==> src/rtl/host_from_breakout_pkg.sv <==
// Shared constants, field widths and state encoding
// for the breakout serial frame receiver.
package host_from_breakout_pkg;

  localparam int FRAME_BITS = 12;
  localparam int SYNC_W = 4;
  localparam logic [SYNC_W-1:0] SYNC_WORD = 4'b1110;
  localparam int PORT_W = 8;
  localparam int BUTTON_W = 8;
  localparam int LINK_W = 4;
  localparam int CNT_W = $clog2(FRAME_BITS);

  typedef enum logic [1:0] {
    HUNT   = 2'd0,
    VERIFY = 2'd1,
    LOCKED = 2'd2
  } state_t;

  function automatic logic sync_ok(
    input logic [FRAME_BITS-1:0] w
  );
    return w[FRAME_BITS-1 -: SYNC_W] == SYNC_WORD;
  endfunction

endpackage

==> src/rtl/serial_sync.sv <==
// Brings the breakout serial clock and lanes into the i_clk
// domain and produces a one-cycle strobe per serial rising edge.
module serial_sync (
  input  logic clk,
  input  logic rst_n,
  input  logic clk_s,
  input  logic d0_s,
  input  logic d1_s,
  output logic strobe,
  output logic d0,
  output logic d1
);

  logic [2:0] cs;
  logic [1:0] a0;
  logic [1:0] a1;

  // Two-flop synchronizers; data is re-registered so it
  // lines up with the strobe derived from the clock chain
  always_ff @(posedge clk or negedge rst_n) begin
    if (!rst_n) begin
      cs     <= '0;
      a0     <= '0;
      a1     <= '0;
      strobe <= 1'b0;
      d0     <= 1'b0;
      d1     <= 1'b0;
    end else begin
      cs     <= {cs[1:0], clk_s};
      a0     <= {a0[0], d0_s};
      a1     <= {a1[0], d1_s};
      strobe <= cs[1] & ~cs[2];
      d0     <= a0[1];
      d1     <= a1[1];
    end
  end

endmodule

==> src/rtl/host_from_breakout.sv <==
// Breakout frame receiver: hunts for the sync word, verifies
// alignment, then publishes port/button/link-power words.
module host_from_breakout
  import host_from_breakout_pkg::*;
#(
  parameter int TIMEOUT_CYCLES = 1024,
  parameter int MISS_LIMIT = 2
) (
  input  logic                i_clk,
  input  logic                i_reset_n,
  input  logic                i_clk_s,
  input  logic                i_d0_s,
  input  logic                i_d1_s,
  output logic [PORT_W-1:0]   o_port,
  output logic [BUTTON_W-1:0] o_button,
  output logic [LINK_W-1:0]   o_link_pow,
  output logic                o_valid,
  output logic                o_locked,
  output logic                o_frame_err
);

  localparam int IDLE_W = $clog2(TIMEOUT_CYCLES + 1);
  localparam int MISS_W = $clog2(MISS_LIMIT + 1);
  localparam logic [CNT_W-1:0] LAST_BIT = CNT_W'(FRAME_BITS - 1);
  localparam logic [IDLE_W-1:0] IDLE_MAX = IDLE_W'(TIMEOUT_CYCLES);

  logic                  strobe;
  logic                  d0;
  logic                  d1;
  logic [FRAME_BITS-1:0] sr0;
  logic [FRAME_BITS-1:0] sr1;
  logic [CNT_W-1:0]      bit_cnt;
  logic [IDLE_W-1:0]     idle;
  logic [MISS_W-1:0]     miss;
  logic                  shifted;
  logic                  boundary;
  logic                  timeout;
  logic                  good;
  state_t                state;

  // A strobe in the same cycle always beats the timeout
  assign timeout = (idle == IDLE_MAX) && !strobe;
  assign good = sync_ok(sr0);

  serial_sync u_sync (
    .clk    (i_clk),
    .rst_n  (i_reset_n),
    .clk_s  (i_clk_s),
    .d0_s   (i_d0_s),
    .d1_s   (i_d1_s),
    .strobe (strobe),
    .d0     (d0),
    .d1     (d1)
  );

  // Shift both lanes per strobe; count i_clk cycles since the last one
  always_ff @(posedge i_clk or negedge i_reset_n) begin
    if (!i_reset_n) begin
      sr0      <= '0;
      sr1      <= '0;
      idle     <= '0;
      shifted  <= 1'b0;
      boundary <= 1'b0;
    end else begin
      shifted  <= strobe;
      boundary <= strobe && (bit_cnt == LAST_BIT);
      if (strobe) begin
        sr0  <= {sr0[FRAME_BITS-2:0], d0};
        sr1  <= {sr1[FRAME_BITS-2:0], d1};
        idle <= '0;
      end else if (idle != IDLE_MAX) begin
        idle <= idle + 1'b1;
      end
    end
  end

  // Framing FSM, acting the cycle after the shift registers update
  always_ff @(posedge i_clk or negedge i_reset_n) begin
    if (!i_reset_n) begin
      state       <= HUNT;
      bit_cnt     <= '0;
      miss        <= '0;
      o_port      <= '0;
      o_button    <= '0;
      o_link_pow  <= '0;
      o_valid     <= 1'b0;
      o_locked    <= 1'b0;
      o_frame_err <= 1'b0;
    end else begin
      o_valid     <= 1'b0;
      o_frame_err <= 1'b0;
      if (strobe) begin
        bit_cnt <= (bit_cnt == LAST_BIT) ? '0 : bit_cnt + 1'b1;
      end
      if (timeout) begin
        state    <= HUNT;
        o_locked <= 1'b0;
        bit_cnt  <= '0;
        miss     <= '0;
      end else if (shifted) begin
        unique case (state)
          HUNT: begin
            if (good) begin
              bit_cnt <= '0;
              state   <= VERIFY;
            end
          end
          VERIFY: begin
            if (boundary && good) begin
              state      <= LOCKED;
              o_locked   <= 1'b1;
              o_valid    <= 1'b1;
              o_port     <= sr0[PORT_W-1:0];
              o_button   <= sr1[BUTTON_W-1:0];
              o_link_pow <= sr1[FRAME_BITS-1 -: LINK_W];
              miss       <= '0;
            end else if (boundary) begin
              state       <= HUNT;
              o_frame_err <= 1'b1;
            end
          end
          LOCKED: begin
            if (boundary && good) begin
              o_valid    <= 1'b1;
              o_port     <= sr0[PORT_W-1:0];
              o_button   <= sr1[BUTTON_W-1:0];
              o_link_pow <= sr1[FRAME_BITS-1 -: LINK_W];
              miss       <= '0;
            end else if (boundary) begin
              o_frame_err <= 1'b1;
              if (int'(miss) + 1 >= MISS_LIMIT) begin
                state    <= HUNT;
                o_locked <= 1'b0;
                miss     <= '0;
              end else begin
                miss <= miss + 1'b1;
              end
            end
          end
          default: begin
            state    <= HUNT;
            o_locked <= 1'b0;
          end
        endcase
      end
    end
  end

endmodule

==> config.mk <==
export PLATFORM = sky130hd
export DESIGN_NAME = host_from_breakout
export DESIGN_NICKNAME = d
export VERILOG_FILES = /design/src/rtl/host_from_breakout_pkg.sv /design/src/rtl/serial_sync.sv /design/src/rtl/host_from_breakout.sv
export SDC_FILE = /design/constraint.sdc
export NUM_CORES = 1
export LEC_CHECK = 0
export ABC_AREA = 1
export BUFFER_PORTS_ARGS = -buffer_cell sky130_fd_sc_hd__buf_2
export CORE_MARGIN = 3
export CORE_UTILIZATION = 43
export CTS_BUF_LIST = sky130_fd_sc_hd__clkbuf_8
export DETAILED_ROUTE_END_ITERATION = 6
export GPL_TIMING_DRIVEN = 0
export SKIP_LAST_GASP = 1
export SYNTH_ARGS = -nofsm -noshare
export SYNTH_HDL_FRONTEND = slang
export SYNTH_SLANG_ARGS = --single-unit
==> constraint.sdc <==
create_clock -name i_clk -period 3.4 [get_ports i_clk]
set_input_delay 0 -clock i_clk [delete_from_list [all_inputs] [get_ports i_clk]]
set_output_delay 0 -clock i_clk [all_outputs]
set_load 0.05 [all_outputs]
==> results.md, run 1 <==
- The flow ran to the end, and the final reports show no timing, DRC or antenna violations.
- The post-synthesis area per instance is 9.88 sq um.
- The number of sinks on the clock net is 78.
- The worst path meets setup with 1.85 ns of slack.
- The number of antenna violations at the first check in global routing was 0.
- The worst clock skew is 0.0122 ns.
- The number of vias in the routed layout is 2,364.
- The total half-perimeter wirelength after legalization and detailed placement is 4350 um.
- The number of max-capacitance violations reported is 0.
- The number of storage elements in the synthesis netlist is 78.
- The initial DRC count is 62.
- The post-synthesis cell count is 346.
- The fraction of synthesized cell area taken by the top area cell type is 57.1%.
- Measured in cells, the most critical reg-to-reg path has a length of 9.
- Buffers inserted during clock tree synthesis total 9.
- The vertical die dimension is 95.2 um.
- By area the synthesized netlist is led by sky130_fd_sc_hd__dfrtp_1 57%, sky130_fd_sc_hd__nand2_1 7.2%, sky130_fd_sc_hd__inv_1 5.2%.
- The part of the Yosys area used for sequential elements is 57.1%.
- During I/O placement, the number of pins put on the boundary was 28.
- The kind of cell adding the most delay to the critical path is simple AND/OR/NAND/NOR gates.
- The floorplan has 31 rows.
- The post-detailed-route wirelength per cell is 12.7 um.
- The critical path's largest stage delay is 0.41 ns.
- The leakage power is 1.93 nW.
- The area used by multi-input combinational logic is 1190 sq um.
- The repair_antennas step left the layout with diodes totalling 0.
- At the worst endpoint, the arrival time is 1.81 ns.
- Dividing total power by cell area gives a power density of 497 nW/um^2.
- The area enclosed by the die boundary is 9060 sq um.
- For the worst-skew pair, the clock arrives at the later sink with an insertion delay of 0.34 ns.
- In the final layout, flip-flops and latches occupy 1950 sq um.
- The finished layout holds 493 standard cells, fillers aside.
- Setup repair after global routing left no endpoint under its margin.
- The required arrival time at the worst endpoint is 3.66 ns.
- The final net count is 402.
- In this run the worst path has a maximum fanout of 10.
- The routability congestion estimate from global placement is 0.800.
- The worst setup path category is flop to flop.
- The remaining global-route overflow is 0.
- The leading area contributor after synthesis is sky130_fd_sc_hd__dfrtp_1.
- After detailed routing, the number of remaining DRC violations is 0.
- The initial core utilization is 45.7%.
- The area of the core region is 7490 sq um.
- Clock-pin slew was measured on the worst setup and hold paths at 0.09 ns.
- The number of warnings printed during yosys synthesis is 0.
- The die span in x is 95.2 um.
- The root buffer cell is sky130_fd_sc_hd__clkbuf_8.
- The detail route stage leaves a number of antenna-violating nets equal to 0.
- The maximum operating frequency is 0.645 GHz.
- The type of element launching the critical path is a flop.
- The global-route wire length before repair is 11,200 um.
- The critical-path cell with the highest stage delay is sky130_fd_sc_hd__dfrtp_1.
- Port buffering added 27 buffers.
- At the pin with the least slew margin, the transition time is 0.543 ns.
- The first-pass iteration count of the detailed router is 4.
- Of the available clock period, the critical path in the final layout requires 45.6%.
- The worst min-delay path class is primary input to async pin.
- The max-slew violation count is 0.
- The number of endpoints with negative hold slack in the final report is 0.
- Entering global routing, the biggest net connects 41 pins.
- The fraction of final layout cells with drive strength greater than 1 is 25.6%.
- The pre-CTS worst setup slack is 1.84 ns.
- Across the VDD grid, the largest voltage drop is 210 uV.
- The headroom to the max-slew limit is 63.8%.
- The number of setup buffers added after CTS is 0.
- The critical path contains buffers and inverters numbering 2 combined.
- After filler insertion, the fill cell instance count of the layout stands at 710.
- Yosys mapped the design onto 31 distinct sky130hd cell types.
- The number of global-route vias before repair is 2,457.
- The number of setup violations in the final report is 0.
- The critical path goes through inv_1, ha_1, nand2_1, nor2_2, nand3_4, nand2_4, buf_6, nand2_2, o21ai_2.
- The number of placed cells counting well taps is 473.
- Counting every net in the synthesized netlist gives 359.
- Relative to the synthesized area, the layout overhead comes to 14.8%.
- The endpoint class of the critical path is a flop.
- The routed via count divided by cell count is 4.80.
- The mapped netlist covers 3420 sq um.
- The number of instances resized during post-cts repair is 0.
- The final wirelength is 6240 um.
- In the global route stage, overall resource usage came out at 16.0%.
- TritonCTS built the clock tree.
- The sum of negative setup slack is 0 ns.
- The number of buffers between clock root and the deepest sink is 2.
- The critical path crosses 9 cells after its start point.
- The time the final worst path needs with I/O delays and setup is 1.55 ns.
- The H-tree was split into 3 levels.
synth_stat cells (all sizes together):
| cell | instances |
|---|---|
| nor3b | 1 |
| nand3b | 2 |
| xor2 | 3 |
| or2 | 2 |
| a31oi | 1 |
| clkbuf | 6 |
| nor2 | 18 |
| buf | 6 |
| o21ai | 51 |
| o211ai | 1 |
| inv | 50 |
| and3 | 1 |
| nand4 | 6 |
| a211oi | 1 |
| nand2 | 79 |
| a21oi | 8 |
| dfrtp | 78 |
| nor3 | 3 |
| ha | 8 |
| nand3 | 20 |
| clkinv | 1 |
what timing repair did:
action | 4_1_cts | 5_1_grt
endpoints found under the setup margin | 0 | 0
hold buffers | 4 | 0
hold endpoints to repair | 41 | 0
cells by family after synthesis:
kind of cell / count (synthesis) / synth area share, %
compound gates: 62 / 11.5
xor+xnor: 3 / 0.769
fa+ha+maj: 8 / 2.93
buf+inv: 63 / 8.05
flops: 78 / 57.1
simple gates: 132 / 19.7
registers in the layout (all words and copies together), names as in the netlist, 3 cells and up:
name and flops:
sr1 12, u_sync.cs 3, idle 11, o_port 8, sr0 12, o_link_pow 4, bit_cnt 4, o_button 8
layout make-up:
cell class | count | share of cell area, %
plain buffers | 12 | 2.14
multi-input cells | 205 | 30.4
inverters | 51 | 4.88
clock buffers | 10 | 3.51
flip-flops and latches | 78 | 49.7
repair buffers | 32 | 5.04
well taps | 99 | 3.16
clock inverters | 6 | 1.18
power by group:
part	internal (mW)	leakage [nW]	switching (mW)
Sequential	1.02	1.04	0.0637
Combinational	0.0831	0.799	0.143
Clock	0.289	0.0889	0.348
metrics by stage:
step | hold WS, ns | area (sq um) | util (%) | power [mW]
floorplan | -0.296 | 3420 | - | 1.26
global placement | 0.109 | 3680 | 49.1 | 1.32
detailed placement | 0.0123 | 3700 | 49.4 | 1.33
CTS | 0.192 | 3920 | 52.4 | 1.98
global route | 0.206 | 3920 | 52.4 | 2.08
finish | 0.175 | 3920 | 52.4 | 1.95
layer usage:
metal	vias to the layer above	track usage (%)	routed length (um)
li1	1186	-	-
met1	1141	21.6	3090
met2	30	25.4	2890
met3	7	2.76	178
met4	0	6.49	87
met5	-	0	0
cells in the final DEF (no fill, tap or decap), types with 10 or more instances in the layout:
| cell | synthesis | final |
|---|---|---|
| sky130_fd_sc_hd__dfrtp_1 | 78 | 78 |
| sky130_fd_sc_hd__nand2_1 | 66 | 66 |
| sky130_fd_sc_hd__inv_1 | 47 | 47 |
| sky130_fd_sc_hd__o21ai_0 | 31 | 31 |
| sky130_fd_sc_hd__buf_2 | 1 | 27 |
| sky130_fd_sc_hd__o21ai_2 | 20 | 20 |
| sky130_fd_sc_hd__nand3_1 | 16 | 16 |
| sky130_fd_sc_hd__nor2_1 | 11 | 11 |
| sky130_fd_sc_hd__nand2_2 | 11 | 11 |
| sky130_fd_sc_hd__clkbuf_8 | 0 | 10 |
final timing paths:
check                                   from            to  slack (ns)
worst max-delay path                 idle[0]   o_button[2]        1.85
worst min-delay path               i_reset_n       o_valid        0.18
worst max register to register       idle[0]   o_button[2]        1.85
worst min register to register  u_sync.cs[0]  u_sync.cs[1]        0.35
max in group asynchronous          i_reset_n    bit_cnt[1]        2.63
min in group i_clk                    i_d0_s  u_sync.a0[0]        0.30
(Power assumes the default switching activity.)
==> run 2: changes to the inputs <==
==> constraint.sdc (replaced) <==
create_clock -name i_clk -period 1.53 [get_ports i_clk]
set_input_delay 0 -clock i_clk [delete_from_list [all_inputs] [get_ports i_clk]]
set_output_delay 0 -clock i_clk [all_outputs]
set_load 0.05 [all_outputs]
==> run 2 against run 1 <==
Compared with the run above: register-to-register slack got worse by 1.8 ns; routed wire length rose by 5.1%; cell count rose by 1.4%; first-iteration DRC count rose by 27%; total power rose by 130%; flip-flop and latch count did not move; critical path depth did not move; die area did not move.
==> results.md, run 2 (synthesis gave the netlist of run 1 again) <==
- The tightest min-delay check is of the primary input to async pin type.
- The critical path buffer and inverter count is 1.
- The number of filler instances in the final layout is 682.
- Input and output buffers added on the ports amount to 27.
- The worst setup path is captured at a flop.
- The library cell used most frequently in the layout, excluding fill and tap cells, is sky130_fd_sc_hd__dfrtp_1.
- Across all layers, the routed design uses 2,431 vias.
- The worst path uses 95.1% of the clock period.
- Routability-driven placement finished with a final weighted congestion of 0.800.
- After clock tree synthesis, the clock-pin slew on the worst setup and hold paths is 0.09 ns.
- In this run the remaining antenna-violating nets after routing total 0.
- The flow ran to the end, and the final reports show no timing, DRC or antenna violations.
- IR analysis of the VDD net gives a maximum drop of 467 uV.
- From left edge to right edge, the die measures 95.2 um.
- After floorplanning, the core was divided into 31 placement rows.
- The type of element launching the critical path is a flop.
- The first global-routing pass estimated 11,300 um of wire.
- The final wirelength is 6560 um.
- The largest fanout on the critical path is 6.
- TritonCTS built the clock tree.
- The number of antenna violations at the first check in global routing came to 0.
- Global routing consumed, over all layers together, 16.1% of the routing resources.
- The number of sinks on the clock net is 78.
- The headroom to the max-slew limit is 63.5%.
- The initial utilization of the core area, before any placement, comes to 45.7%.
- Clock latency on the worst-skew pair, taken at its later pin, is 0.34 ns.
- The diode insertion count for antenna repair is 0.
- The share of the core filled with cells in the final layout is 54.9%.
- The post-detailed-route wirelength per cell is 13.1 um.
- The power per cell area is 1080 nW/um^2.
- The worst-case hold slack is 0.171 ns.
- The leakage power is 1.99 nW.
- The max-slew violation count is 0.
- CTS built an H-tree with a depth of 3.
- Setup violations remaining at the end of the flow were counted as 0.
- Counting I/O delays and the setup requirement, the final critical path takes 1.46 ns.
- The floorplan step defined a die boundary enclosing 9060 sq um.
- The count of placed standard cells in the final layout, fillers left out is 500.
- The vertical die dimension is 95.2 um.
- The logic depth of the worst register-to-register path is 9.
- For the pin with the worst max-slew slack, the measured transition is 0.547 ns.
- The critical path is of the flop to flop type.
- The total power is 4.43 mW.
- The number of buffers between clock root and the deepest sink is 2.
- The library cells used most frequently in the layout, excluding fill and tap cells, are 77 x sky130_fd_sc_hd__dfrtp_1, 64 x sky130_fd_sc_hd__nand2_1, 43 x sky130_fd_sc_hd__inv_1.
- The sequential cell area in the final layout is 1950 sq um.
- Entering global routing, the biggest net connects 41 pins.
- The signal on the critical path passes through nor2_2, nand2_4, nor2_4, nand3_4, buf_6, nand2_4, nand3_2, nand2_1, nand2_1.
- Grouping stages by cell kind, the critical path spends the most delay in simple AND/OR/NAND/NOR gates.
- The CTS buffer count is 9.
- The worst clock skew is 0.0144 ns.
- In the final layout, the registers with the most flip-flops are sr0 x12, sr1 x12, idle x11.
- The initial DRC count is 79.
- The met3 track demand over resource in global routing is 2.76%.
- The number of endpoints with negative hold slack in the final report was 0.
- The required arrival time at the worst endpoint is 1.76 ns.
- The root buffer cell is sky130_fd_sc_hd__clkbuf_8.
- The number of global-route vias before repair came to 2,476.
- The critical path crosses 9 cells after its start point.
- The pre-antenna-repair detailed-routing pass consisted of 4 iterations.
- The HPWL after detailed placement is 4350 um.
- The global routing's busiest layer is met2.
- In the final layout, the multi-input gates occupy 1300 sq um.
- The number of top-level design ports is 28.
- The area of the core region is 7490 sq um.
- For this run, the post-layout net count is 409.
- STA puts the critical path data arrival time at 1.69 ns.
- Global routing used 26.0% of the available met2 tracks.
- After global routing the overflow that remains totals 0.
- Setup repair after global routing could not meet its margin everywhere.
- The routed via count divided by cell count is 4.86.
- Based on the critical path, the design can be clocked at up to 0.687 GHz.
- The post-detailed-route DRC marker count is 0.
- The met1 global-route usage is 21.6%.
- The number of placed cells counting well taps is 473.
- In this design, the stage delay of the slowest critical-path cell is 0.47 ns.
- The critical-path cell with the highest stage delay is sky130_fd_sc_hd__dfrtp_1.
- For the final routed database, the setup TNS stands at 0 ns.
- Relative to the synthesized area, the layout overhead comes to 20.2%.
- The fraction of final layout cells with drive strength greater than 1 is 31.4%.
- The number of max-capacitance violations reported is 0.
[run 2: cell count changes in the layout (fill, tap and decap cells not counted), moves of 3 or more]
cell,before,now
sky130_fd_sc_hd__inv_1,47,43
sky130_fd_sc_hd__inv_2,3,7
sky130_fd_sc_hd__buf_6,5,1
sky130_fd_sc_hd__nand3_2,2,5
sky130_fd_sc_hd__nand3_1,16,11
sky130_fd_sc_hd__buf_4,1,7
sky130_fd_sc_hd__ha_1,8,5
[run 2: cell type report]
type	instances	share of cell area (%)
clock inverter	6	1.13
multi-input combinational	205	31.6
tap	99	3.01
inverter	51	4.66
sequential	78	47.5
clock buffer	10	3.35
timing repair buffer	39	6.03
buffer	12	2.68
[run 2: final timing paths]
| check | startpoint | end | slack (ns) |
|---|---|---|---|
| worst max-delay path | idle[2] | o_locked | 0.07 |
| worst min-delay path | i_reset_n | o_valid | 0.17 |
| worst max register to register | idle[2] | o_locked | 0.07 |
| worst min register to register | u_sync.cs[0] | u_sync.cs[1] | 0.35 |
| max in group asynchronous | i_reset_n | sr0[8] | 0.75 |
| min in group i_clk | i_d0_s | u_sync.a0[0] | 0.30 |
[run 2: stage by stage]
stage | setup WS (ns) | instance area [sq um]
2_1_floorplan | 0.125 | 3420
4_1_cts | 0.0155 | 3970
3_5_place_dp | -0.0298 | 3700
6_report | 0.0746 | 4110
3_3_place_gp | -0.139 | 3680
5_1_grt | -0.0411 | 4110
[run 2: layer usage]
| layer | wire, um | up-vias | share of wire [%] |
|---|---|---|---|
| met1 | 3090 | 1188 | 47 |
| met4 | 87 | 0 | 1.3 |
| li1 | - | 1202 | - |
| met3 | 204 | 7 | 3.1 |
| met5 | 0 | - | 0 |
| met2 | 3180 | 34 | 48 |
[run 2: report_power, final]
part | internal [mW] | switching, mW
Clock | 0.642 | 0.772
Sequential | 2.28 | 0.157
Combinational | 0.227 | 0.361
Total | 3.15 | 1.29
[run 2: timing repair]
item / in CTS / in global routing
endpoints found under the setup margin: 22 / 33
hold endpoints to repair: 41 / 0
hold buffers: 4 / 0
gates resized for setup: 7 / 26
cloned: 1 / 0
pin swaps: 1 / 15
buffers inserted: 1 / 5
